<file path="src/rtl/matrix_frame_sequencer_if.sv">
// rtl/matrix_frame_sequencer_if.sv - font fetch and LED word handshake bundle
//
// Groups the two handshakes of the frame sequencer:
//   font_req/font_addr -> font_ack/font_data   (request/acknowledge to font store)
//   word_data/word_valid -> word_ready         (valid/ready to strip serializer)
// master: the sequencer side; slave: font store + serializer side.
interface matrix_frame_sequencer_if;
  logic        font_req;
  logic [4:0]  font_addr;
  logic        font_ack;
  logic [63:0] font_data;
  logic [31:0] word_data;
  logic        word_valid;
  logic        word_ready;

  modport master (
    output font_req, font_addr, word_data, word_valid,
    input  font_ack, font_data, word_ready
  );

  modport slave (
    input  font_req, font_addr, word_data, word_valid,
    output font_ack, font_data, word_ready
  );
endinterface

</file>
<file path="src/rtl/matrix_frame_sequencer.sv">
// rtl/matrix_frame_sequencer.sv - 8x8 LED matrix frame scheduler
//
// Per frame: fetch one 64-bit glyph, then stream a zero start word, 64 pixel
// words (on_color / off_color) and END_WORDS zero end words, then idle for
// GAP_CYCLES cycles and pulse frame_done.
//
// Parameters:
//   END_WORDS   number of zero end words (1..15)
//   GAP_CYCLES  idle cycles between last end-word transfer and frame_done (1..65535)
// Optional feature macro:
//   MATRIX_SERPENTINE_EN  even rows are streamed column-reversed
// Ports:
//   clk, rst_n             clock, asynchronous active-low reset
//   enable                 frames run back-to-back while high
//   glyph_sel              glyph index, latched at frame start
//   on_color, off_color    pixel words, latched at frame start
//   bus (master)           font fetch handshake and LED word stream
//   busy                   high whenever not idle
//   frame_done             one-cycle pulse on the last gap cycle
//   frame_count            completed frames, wraps at 16 bits
module matrix_frame_sequencer #(
  parameter int END_WORDS  = 2,
  parameter int GAP_CYCLES = 1000
) (
  input  logic                            clk,
  input  logic                            rst_n,
  input  logic                            enable,
  input  logic [4:0]                      glyph_sel,
  input  logic [31:0]                     on_color,
  input  logic [31:0]                     off_color,
  matrix_frame_sequencer_if.master        bus,
  output logic                            busy,
  output logic                            frame_done,
  output logic [15:0]                     frame_count
);

  localparam logic [3:0]  END_LAST = 4'(END_WORDS - 1);
  localparam logic [15:0] GAP_LAST = 16'(GAP_CYCLES - 1);

  typedef enum logic [2:0] {
    S_IDLE,
    S_FETCH,
    S_START,
    S_PIXEL,
    S_END,
    S_GAP
  } state_t;

  state_t      state_q, state_d;
  logic [63:0] glyph_q, glyph_d;
  logic [4:0]  sel_q, sel_d;
  logic [31:0] on_q, on_d;
  logic [31:0] off_q, off_d;
  logic [5:0]  pidx_q, pidx_d;
  logic [3:0]  end_q, end_d;
  logic [15:0] gap_q, gap_d;
  logic [15:0] count_q, count_d;

  logic        font_req_q, font_req_d;
  logic [31:0] word_data_q, word_data_d;
  logic        word_valid_q, word_valid_d;
  logic        busy_q, busy_d;
  logic        done_q, done_d;

  logic        xfer;
  logic [5:0]  zz;
  logic        lit;

  assign xfer = word_valid_q & bus.word_ready;

  // Next-state logic; outputs are computed from the next state so that every
  // output comes straight from a flop.
  always_comb begin
    state_d    = state_q;
    glyph_d    = glyph_q;
    sel_d      = sel_q;
    on_d       = on_q;
    off_d      = off_q;
    pidx_d     = pidx_q;
    end_d      = end_q;
    gap_d      = gap_q;
    count_d    = count_q;

    case (state_q)
      S_IDLE: begin
        if (enable) begin
          state_d = S_FETCH;
          sel_d   = glyph_sel;
          on_d    = on_color;
          off_d   = off_color;
        end
      end
      S_FETCH: begin
        if (bus.font_ack) begin
          state_d = S_START;
          glyph_d = bus.font_data;
        end
      end
      S_START: begin
        if (xfer) begin
          state_d = S_PIXEL;
          pidx_d  = 6'd0;
        end
      end
      S_PIXEL: begin
        if (xfer) begin
          pidx_d = pidx_q + 6'd1;
          if (pidx_q == 6'd63) begin
            state_d = S_END;
            end_d   = 4'd0;
          end
        end
      end
      S_END: begin
        if (xfer) begin
          if (end_q == END_LAST) begin
            state_d = S_GAP;
            gap_d   = 16'd0;
          end else begin
            end_d = end_q + 4'd1;
          end
        end
      end
      S_GAP: begin
        if (gap_q == GAP_LAST) begin
          if (enable) begin
            state_d = S_FETCH;
            sel_d   = glyph_sel;
            on_d    = on_color;
            off_d   = off_color;
          end else begin
            state_d = S_IDLE;
          end
        end else begin
          gap_d = gap_q + 16'd1;
        end
      end
      default: state_d = S_IDLE;
    endcase

    // The cycle about to be entered is the last gap cycle.
    done_d = (state_d == S_GAP) && (gap_d == GAP_LAST);
    if (done_d) begin
      count_d = count_q + 16'd1;
    end

    font_req_d   = (state_d == S_FETCH);
    word_valid_d = (state_d == S_START) || (state_d == S_PIXEL) || (state_d == S_END);
    busy_d       = (state_d != S_IDLE);
  end

`ifdef MATRIX_SERPENTINE_EN
  // Even rows (pidx[3]==0) are wired right-to-left: zz = 8r + (7 - c).
  assign zz = pidx_d[3] ? pidx_d : {pidx_d[5:3], ~pidx_d[2:0]};
`else
  assign zz = pidx_d;
`endif

  // Bit 63 of the glyph is pixel 0.
  assign lit = glyph_d[6'd63 - zz];

  always_comb begin
    word_data_d = 32'd0;
    if (state_d == S_PIXEL) begin
      word_data_d = lit ? on_d : off_d;
    end
  end

  always_ff @(posedge clk or negedge rst_n) begin
    if (!rst_n) begin
      state_q      <= S_IDLE;
      glyph_q      <= 64'd0;
      sel_q        <= 5'd0;
      on_q         <= 32'd0;
      off_q        <= 32'd0;
      pidx_q       <= 6'd0;
      end_q        <= 4'd0;
      gap_q        <= 16'd0;
      count_q      <= 16'd0;
      font_req_q   <= 1'b0;
      word_data_q  <= 32'd0;
      word_valid_q <= 1'b0;
      busy_q       <= 1'b0;
      done_q       <= 1'b0;
    end else begin
      state_q      <= state_d;
      glyph_q      <= glyph_d;
      sel_q        <= sel_d;
      on_q         <= on_d;
      off_q        <= off_d;
      pidx_q       <= pidx_d;
      end_q        <= end_d;
      gap_q        <= gap_d;
      count_q      <= count_d;
      font_req_q   <= font_req_d;
      word_data_q  <= word_data_d;
      word_valid_q <= word_valid_d;
      busy_q       <= busy_d;
      done_q       <= done_d;
    end
  end

  assign bus.font_req   = font_req_q;
  assign bus.font_addr  = sel_q;
  assign bus.word_data  = word_data_q;
  assign bus.word_valid = word_valid_q;
  assign busy           = busy_q;
  assign frame_done     = done_q;
  assign frame_count    = count_q;

endmodule

</file>
<file path="src/flat_wrapper.sv">
// flat-port wrapper written by rule: the top's interface ports become plain ports
module matrix_frame_sequencer_flat 
#(
  parameter int END_WORDS  = 2,
  parameter int GAP_CYCLES = 1000
)
  (clk, rst_n, enable, glyph_sel, on_color, off_color, busy, frame_done, frame_count, bus_font_req, bus_font_addr, bus_word_data, bus_word_valid, bus_font_ack, bus_font_data, bus_word_ready);
  matrix_frame_sequencer_if bus_i ();
  input  logic clk;
  input  logic rst_n;
  input  logic enable;
  input  logic [4:0] glyph_sel;
  input  logic [31:0] on_color;
  input  logic [31:0] off_color;
  output logic busy;
  output logic frame_done;
  output logic [15:0] frame_count;
  output wire logic [$bits(bus_i.font_req)-1:0] bus_font_req;
  output wire logic [$bits(bus_i.font_addr)-1:0] bus_font_addr;
  output wire logic [$bits(bus_i.word_data)-1:0] bus_word_data;
  output wire logic [$bits(bus_i.word_valid)-1:0] bus_word_valid;
  input wire logic [$bits(bus_i.font_ack)-1:0] bus_font_ack;
  input wire logic [$bits(bus_i.font_data)-1:0] bus_font_data;
  input wire logic [$bits(bus_i.word_ready)-1:0] bus_word_ready;
  assign bus_font_req = bus_i.font_req;
  assign bus_font_addr = bus_i.font_addr;
  assign bus_word_data = bus_i.word_data;
  assign bus_word_valid = bus_i.word_valid;
  assign bus_i.font_ack = bus_font_ack;
  assign bus_i.font_data = bus_font_data;
  assign bus_i.word_ready = bus_word_ready;
  matrix_frame_sequencer #(.END_WORDS(END_WORDS), .GAP_CYCLES(GAP_CYCLES)) u_core (.clk(clk), .rst_n(rst_n), .enable(enable), .glyph_sel(glyph_sel), .on_color(on_color), .off_color(off_color), .bus(bus_i), .busy(busy), .frame_done(frame_done), .frame_count(frame_count));
endmodule
</file>
<file path="config.mk">
export PLATFORM = sky130hd
export DESIGN_NAME = matrix_frame_sequencer_flat
export DESIGN_NICKNAME = d
export VERILOG_FILES = /design/src/rtl/matrix_frame_sequencer_if.sv /design/src/rtl/matrix_frame_sequencer.sv /design/src/flat_wrapper.sv
export SDC_FILE = /design/constraint.sdc
export NUM_CORES = 1
export LEC_CHECK = 0
export BUFFER_PORTS_ARGS = -buffer_cell sky130_fd_sc_hd__buf_2
export CAP_MARGIN = 30
export CORE_AREA = 2 2 137 139
export DETAILED_ROUTE_END_ITERATION = 7
export DIE_AREA = 0 0 139 141
export PLACE_DENSITY = 0.88
export REMOVE_ABC_BUFFERS = 1
export SLEW_MARGIN = 5
export SYNTH_ARGS = -nofsm -noshare
export SYNTH_HDL_FRONTEND = slang
export SYNTH_SLANG_ARGS = --single-unit
</file>
<file path="constraint.sdc">
create_clock -name clk -period 4.2 [get_ports clk]
set_input_delay 0.21 -clock clk [delete_from_list [all_inputs] [get_ports clk]]
set_output_delay 0.21 -clock clk [all_outputs]
set_load 0.1 [all_outputs]
</file>
==> reports/results.txt, run 1 <==
Layout cell share with drive strength beyond 1: 29.7%
Cell accounting for the most synthesized area: dfrtp_1
Mux cell area share after synthesis: 16.5%
Vias: 8163
Crit Reg-Reg Endpoint: u_core.bus.word_data[0]
Setup ws final: 0.173 ns
First-pass GRT wire length: 45.9 mm
Mean Syn Cell Area: 11.6 um2
Critical Path Start Type: flop
Io pins: 195
Ys Warns: 0
Critical path cell sequence: ha_1 > nand3b_1 > o211a_1 > clkinv_1 > o311ai_0 > o22ai_1 > nor3_4 > a2bb2oi_4 > buf_4 > o22ai_1
Dominant combinational cell family by area after synthesis: multiplexers
GR Layer Usage met2: 51.0%
LEAKAGE: 0.00630 uW
CTS root buf: clkbuf_16
Compound-Gate Fraction of Synth Area: 7.81%
WHS Path Cells: 3
# fillers: 1139
Adder-cell share of the synthesized area: 0.762%
Post-synth EDFFs: 0
Die Span Y: 141 um
Via-per-instance ratio: 5.79
Simple logic cell fraction of the synthesized area: 13.2%
DRC errors left: 0
Post-CTS Repair Setup Buffers: 0
Final Routed Wirelength: 28.9 mm
Unique masters post-synth: 71
Area growth syn-to-layout: 32.0%
Max clock buf depth: 3
Hold/Removal Path Class: in -> reg
H-tree depth: 1
Initial antenna violation count: 2
Crit-path max FO: 31
Starting DRT DRC Count: 748
Worst Setup End Kind: flop
Gr busiest metal: met2
Bufs and invs on worst path: 2
RSZ-0062 raised after global routing: no
TritonCTS buffer count: 23
Worst-margin pin slew: 0.827 ns
Most common cell in the netlist: dfrtp_1
Post-CTS sizing: 0
Routed Antenna Nets: 0
Top post-synthesis cells by count: 214 x dfrtp_1, 83 x mux2_2, 71 x inv_1
XOR/XNOR Fraction of Synth Area: 1.87%
Place WS: 0.421 ns
Input/output buffers: 194
Seq/Total Area, Yosys: 54.4%
Synth Instances: 851
Row count: 50
Number of synthesized register bits: 214
DP Area: 11100 um2
Clock skew: 0.0196 ns
Met1 Track Usage GR: 34.4%
Fin. Hold Viols: 0
Gp weighted congestion: 0.856
Worst reg2reg startpoint: u_core.pidx_q[1]
Clock period minus worst slack: 4.03 ns
CP most frequent cell: o22ai_1
Vias in the first global route: 8567
TritonCTS clock tree: built
Status: finished, final reports clean
Max Slew Vio Count: 0
Peak per-stage delay on the critical path: 0.64 ns
Post-Syn Area: 9850 um2
CORE AREA: 18300 um2
Max-slew headroom: 44.4%
CP top delay family: compound AO/OA/AOI/OAI gates
Worst reg2reg path depth: 10
# nets final: 1301
Peak VDD IR: 595 uV
DR pass1 iterations: 5
Final HPWL DP: 15.9 mm
Tot GR Track Use: 29.1%
Worst Path Required: 4.55 ns
Wirelength per Cell: 20.5 um
Share of flip-flops with an asynchronous set or reset: 100%
Die width: 139 um
Die area: 19600 um2
Hold Crit Endpoint: u_core.off_q[31]
HP Start: off_color[31]
Skew-Pair Late Insertion Delay: 0.51 ns
Final instance area: 13000 um2
Finished Core Util: 71.2%
CP max-delay cell: o311ai_0
Most used DFF post-synth: dfrtp_1
Largest net degree at the start of global routing: 87
Crit path kind: reg -> reg
Max-cap check violation count: 0
Global Route met3 Usage: 6.08%
Crit path arrival time: 4.37 ns
Setup violations, final: 0
R2R setup slack: 0.17 ns
Setup TNS: 0 ns
Period utilisation layout: 95.9%
Synth top area cells: dfrtp_1 54%, mux2_2 9.5%, mux2i_1 6.8%
FMAX: 248 MHz
Initial core utilization: 53.9%
Grt ovf: 0
Share of the synthesized area in the top cell type: 54.4%
Clock slew at reported path FFs: 0.07 ns
Pwr/cell area: 754 nW/um2
CTS sink cnt: 214
stage by stage:
stage / total power (uW) / std cells / hold slack (ns)
after CTS: 9570 / 1407 / 0.00477
after detailed placement: 7320 / 1251 / 0.246
after floorplan: 6240 / 807 / -0.0856
final: 9800 / 1409 / 0.0144
after global placement: 7100 / 1249 / 0.400
after global routing: 10200 / 1409 / 0.000868
worst register-to-register path, cell delays in order, from the launching register on:
cell and delay [ns]:
dfrtp_1 0.46, ha_1 0.27, nand3b_1 0.14, o211a_1 0.54, clkinv_1 0.47, o311ai_0 0.64, o22ai_1 0.25, nor3_4 0.34
a2bb2oi_4 0.19, buf_4 0.36, o22ai_1 0.20
report_power, final:
part           internal [uW]  leakage (uW)  total (uW)  switching, uW
clock network           1290      0.000381        2110            823
logic                   1560       0.00323        4560           3000
registers               2800       0.00269        3130            333
logic make-up after synthesis:
logic type / count (synthesis)
XOR/XNOR: 21
AO/OA/AOI/OAI: 109
flip-flops: 214
multiplexers: 151
AND/OR/NAND/NOR: 233
buffers and inverters: 117
adder cells (fa/ha/maj): 6
registers in the layout, indices dropped and copies added, names as in the netlist:
register and cells:
u_core.bus.font_addr 5, u_core.bus.font_req 1, u_core.bus.word_data 32, u_core.bus.word_valid 1, u_core.busy 1, u_core.end_q 4, u_core.frame_count 16, u_core.frame_done 1
u_core.gap_q 16, u_core.glyph_q 64, u_core.off_q 32, u_core.on_q 32, u_core.pidx_q 6, u_core.state_q 3
metal layers:
layer / routed length [um] / part of all wire (%)
met1: 10600 / 37
met2: 14600 / 51
met3: 2090 / 7.2
met4: 1510 / 5.2
met5: 0 / 0
repair_timing:
action / CTS / global route
setup endpoints to repair: 0 / 0
hold buffers: 115 / 0
hold endpoints to repair: 178 / 0
area by class of cell:
class                   instances  area [um2]  share of cell area (%)
diodes                          2        5.00                  0.0385
clock buffers                  31         626                    4.81
clock inverters                10         153                    1.17
inverters                      73         274                    2.11
multi-input cells             520        3970                    30.5
flip-flops and latches        214        5360                    41.2
well taps                     234         293                    2.25
repair buffers                325        2330                    17.9
cells in the final DEF, fill, tap and decap left out, types with 5 or more instances in the layout:
cell type	count
ha_1	6
nor4_1	7
a22o_1	5
clkbuf_1	6
a21o_1	5
nor2_1	22
nand4_1	19
dfrtp_1	214
mux2i_1	67
mux2_2	83
or2_2	6
nand2_1	66
and3_1	11
xnor2_1	15
dlygate4sd3_1	115
o22ai_1	34
xor2_1	6
nor3_1	12
a21oi_1	8
buf_4	11
o21ai_0	17
and2_1	21
inv_1	71
clkbuf_16	23
buf_2	193
clkinv_2	5
nand3_1	33
o31ai_1	5
a31oi_1	6
worst max path at each step:
stage                     depth (start not counted)             startpoint                       end  slack [ns]
after floorplan                                   9       u_core.gap_q[11]  u_core.bus.word_data[31]       -3.05
after global placement                           11       u_core.pidx_q[1]  u_core.bus.word_data[25]        0.54
after detailed placement                         13  u_core.bus.word_valid  u_core.bus.word_data[18]        0.42
after CTS                                        13  u_core.bus.word_valid  u_core.bus.word_data[18]        0.41
after global routing                             13  u_core.bus.word_valid   u_core.bus.word_data[2]        0.01
final                                            10       u_core.pidx_q[1]   u_core.bus.word_data[0]        0.17
(Power assumes the default switching activity.)
==> inputs of run 2 (changes only) <==
Settings changed: ABC_AREA set to 1, CORE_AREA 2 2 137 139 to 2 2 141 143, DIE_AREA 0 0 139 141 to 0 0 143 145, PLACE_DENSITY 0.88 to 0.89.
Clock period 4.2 ns to 3.73 ns, I/O delays scaled along.
==> reports/results.txt, run 2 <==
Max reg flops: 64 (unchanged)
Seq/Total Area, Yosys: 50.3% (-4.1 points)
TritonCTS buffer count: 23 (unchanged)
CTS root buf: clkbuf_16
Hold_ws: 0.0145 ns (+0.000151 ns)
Hold/Removal Path Class: in -> reg
Global Route met3 Usage: 5.94% (-0.14 points)
Commonest cells after routing, fill and taps aside: 388 x nand2_1, 261 x inv_1, 214 x dfrtp_1
Vias: 10374 (+27%)
Final HPWL DP: 17.2 mm (+8.2%)
Critical Path Start Type: flop
Critical path cell sequence: nand3_2 > buf_4 > nand2_1 > o21ai_1 > nand2_1 > nand3_1 > nand3_1 > nand3_1 > nand3_1 > nand3_2 > buf_12 > nand3_1 > nand2_1 > nor2_1
Max Slew Vio Count: 0 (unchanged)
# fillers: 1354 (+19%)
Vias in the first global route: 10458 (+22%)
Register Area: 5360 um2 (unchanged)
Post-CTS sizing: 0 (unchanged)
Starting DRT DRC Count: 914 (+22%)
Initial core utilization: 55.4% (+1.5 points)
Top post-synthesis cells by count: 388 x nand2_1, 261 x inv_1, 214 x dfrtp_1
Max clock buf depth: 3 (unchanged)
Top reg by flops: u_core.glyph_q
GR Layer Usage met2: 48.7% (-2.3 points)
Synth Instances: 1410 (+66%)
LEAKAGE: 0.00718 uW (+14%)
Layout cell share with drive strength beyond 1: 16.1% (-14 points)
Number of synthesized register bits: 214 (unchanged)
Gr busiest metal: met2
Grt ovf: 0 (unchanged)
Most used DFF post-synth: dfrtp_1
DRC errors left: 0 (unchanged)
Input/output buffers: 194 (unchanged)
Via-per-instance ratio: 5.27 (-9.0%)
Clock period minus worst slack: 3.14 ns (-0.892 ns)
Crit-path max FO: 83 (+170%)
CTS sink cnt: 214 (unchanged)
Largest net degree at the start of global routing: 111 (+28%)
Die Span Y: 145 um (+2.8%)
Fin. Hold Viols: 0 (unchanged)
Setup violations, final: 0 (unchanged)
DR pass1 iterations: 8 (+3)
Max-slew headroom: 42.3% (-2.1 points)
Peak per-stage delay on the critical path: 0.62 ns (-0.02 ns)
Die width: 143 um (+2.9%)
Skew-Pair Late Insertion Delay: 0.51 ns (about the same)
Initial antenna violation count: 2 (unchanged)
Row count: 51 (+2.0%)
Bufs and invs on worst path: 2 (unchanged)
Status: finished, final reports clean
# nets final: 1829 (+41%)
Peak VDD IR: 808 uV (+36%)
H-tree depth: 1 (unchanged)
RSZ-0062 raised after global routing: no
TritonCTS clock tree: built
Gp weighted congestion: 0.905 (+5.8%)
Worst Setup End Kind: flop
Share of the synthesized area in the top cell type: 50.3% (-4.1 points)
Clock skew: 0.0215 ns (+0.00196 ns)
Cell accounting for the most synthesized area: dfrtp_1
Max-cap check violation count: 0 (unchanged)
Area of the multi-input gates: 3950 um2 (-0.63%)
Share of flip-flops with an asynchronous set or reset: 100% (unchanged)
Worst Path Required: 4.11 ns (-0.44 ns)
Tot GR Track Use: 29.9% (+0.74 points)
Pwr/cell area: 835 nW/um2 (+11%)
WHS Path Cells: 5 (+2)
Post-CTS Repair Setup Buffers: 0 (unchanged)
Crit path arrival time: 3.51 ns (-0.86 ns)
Commonest non-fill, non-tap cell in the layout: nand2_1
Die area: 20700 um2 (+5.8%)
Clock slew at reported path FFs: 0.06 ns (about the same)
FMAX: 319 MHz (+28%)
Period utilisation layout: 84.1% (-12 points)
Io pins: 195 (unchanged)
Mean Syn Cell Area: 7.55 um2 (-35%)
Crit path kind: reg -> reg
Setup TNS: 0 ns (unchanged)
Ys Warns: 0 (unchanged)
Wirelength per Cell: 15.8 um (-23%)
Finished Layout Cells: 1967 (+40%)
Worst-margin pin slew: 0.865 ns (+0.0378 ns)
Post-synth EDFFs: 0 (unchanged)
CP most frequent cell: nand3_1
Worst reg2reg path depth: 14 (+4)
Met1 Track Usage GR: 36.7% (+2.4 points)
First-pass GRT wire length: 49.9 mm (+8.7%)
CP top delay family: simple AND/OR/NAND/NOR gates
Most common cell in the netlist: nand2_1
Post-Syn Area: 10700 um2 (+8.1%)
Cell depth of the worst setup path: 14 (+4)
Area growth syn-to-layout: 27.3%
CORE AREA: 19200 um2 (+5.1%)
Final Routed Wirelength: 31.0 mm (+7.3%)
Synth top area cells: dfrtp_1 50%, nand2_1 14%, inv_1 9.2%
Unique masters post-synth: 37 (-48%)
Routed Antenna Nets: 0 (unchanged)
DP Cell Count: 1826 (+46%)
CP max-delay cell: buf_4
run 2: area by class of cell:
type	count	area share, %
clock buffer	32	4.64
timing repair buffer	308	15.9
tap	265	2.44
inverter	273	7.56
multi-input combinational	865	29.1
clock inverter	8	0.876
sequential	214	39.5
antenna	2	0.0369
run 2: logic make-up (layout without fill, tap and decap cells):
group	count (synthesis)	in the layout	synth area share, %
simple gates	646	646	25.5
buf+inv	331	621	12.7
fa+ha+maj	6	6	0.705
xor+xnor	15	15	1.23
other cells	0	2	0
flops	214	214	50.3
mux	1	1	0.0940
compound gates	197	197	9.50
run 2: report_power, final:
group / internal [uW] / switching, uW / leakage [uW]
Clock: 1380 / 933 / 0.000369
Sequential: 3130 / 300 / 0.00258
Combinational: 1610 / 3970 / 0.00424
Total: 6120 / 5210 / 0.00718
run 2: worst reg2reg max path: cells and delay by family (launching register included):
kind	cells	cell delay, ns
simple gates	11	1.43
buf+inv	2	0.90
flops	1	0.53
compound gates	1	0.15
run 2: per-layer routing:
metal / part of all wire (%) / vias to the layer above
met5: 0 / -
met4: 5.7 / 0
met3: 8.1 / 155
met2: 49 / 580
met1: 37 / 4740
li1: - / 4899
run 2: worst paths after layout:
path / from / to / slack, ns
worst max-delay path: u_core.state_q[0] / u_core.bus.word_data[8] / 0.59
worst min-delay path: bus_font_data[0] / u_core.glyph_q[0] / 0.01
worst max register to register: u_core.state_q[0] / u_core.bus.word_data[8] / 0.59
worst min register to register: u_core.bus.font_addr[3] / u_core.bus.font_addr[3] / 0.47
max in group asynchronous: rst_n / u_core.glyph_q[53] / 2.51
min in group asynchronous: rst_n / u_core.off_q[9] / 0.36
run 2: repair_timing:
action                     4_1_cts  5_1_grt
setup endpoints to repair        0        0
hold buffers                    98        0
hold endpoints to repair       203        0
run 2: through the flow:
stage	total power [uW]	util (%)	instance area, um2	worst slack (ns)
after floorplan	7250	-	10300	-0.181
after global placement	8410	61.3	11800	0.898
after detailed placement	8620	61.5	11800	0.787
after CTS	11000	70.5	13500	0.672
after global routing	12100	70.6	13600	0.332
final	11300	70.6	13600	0.595
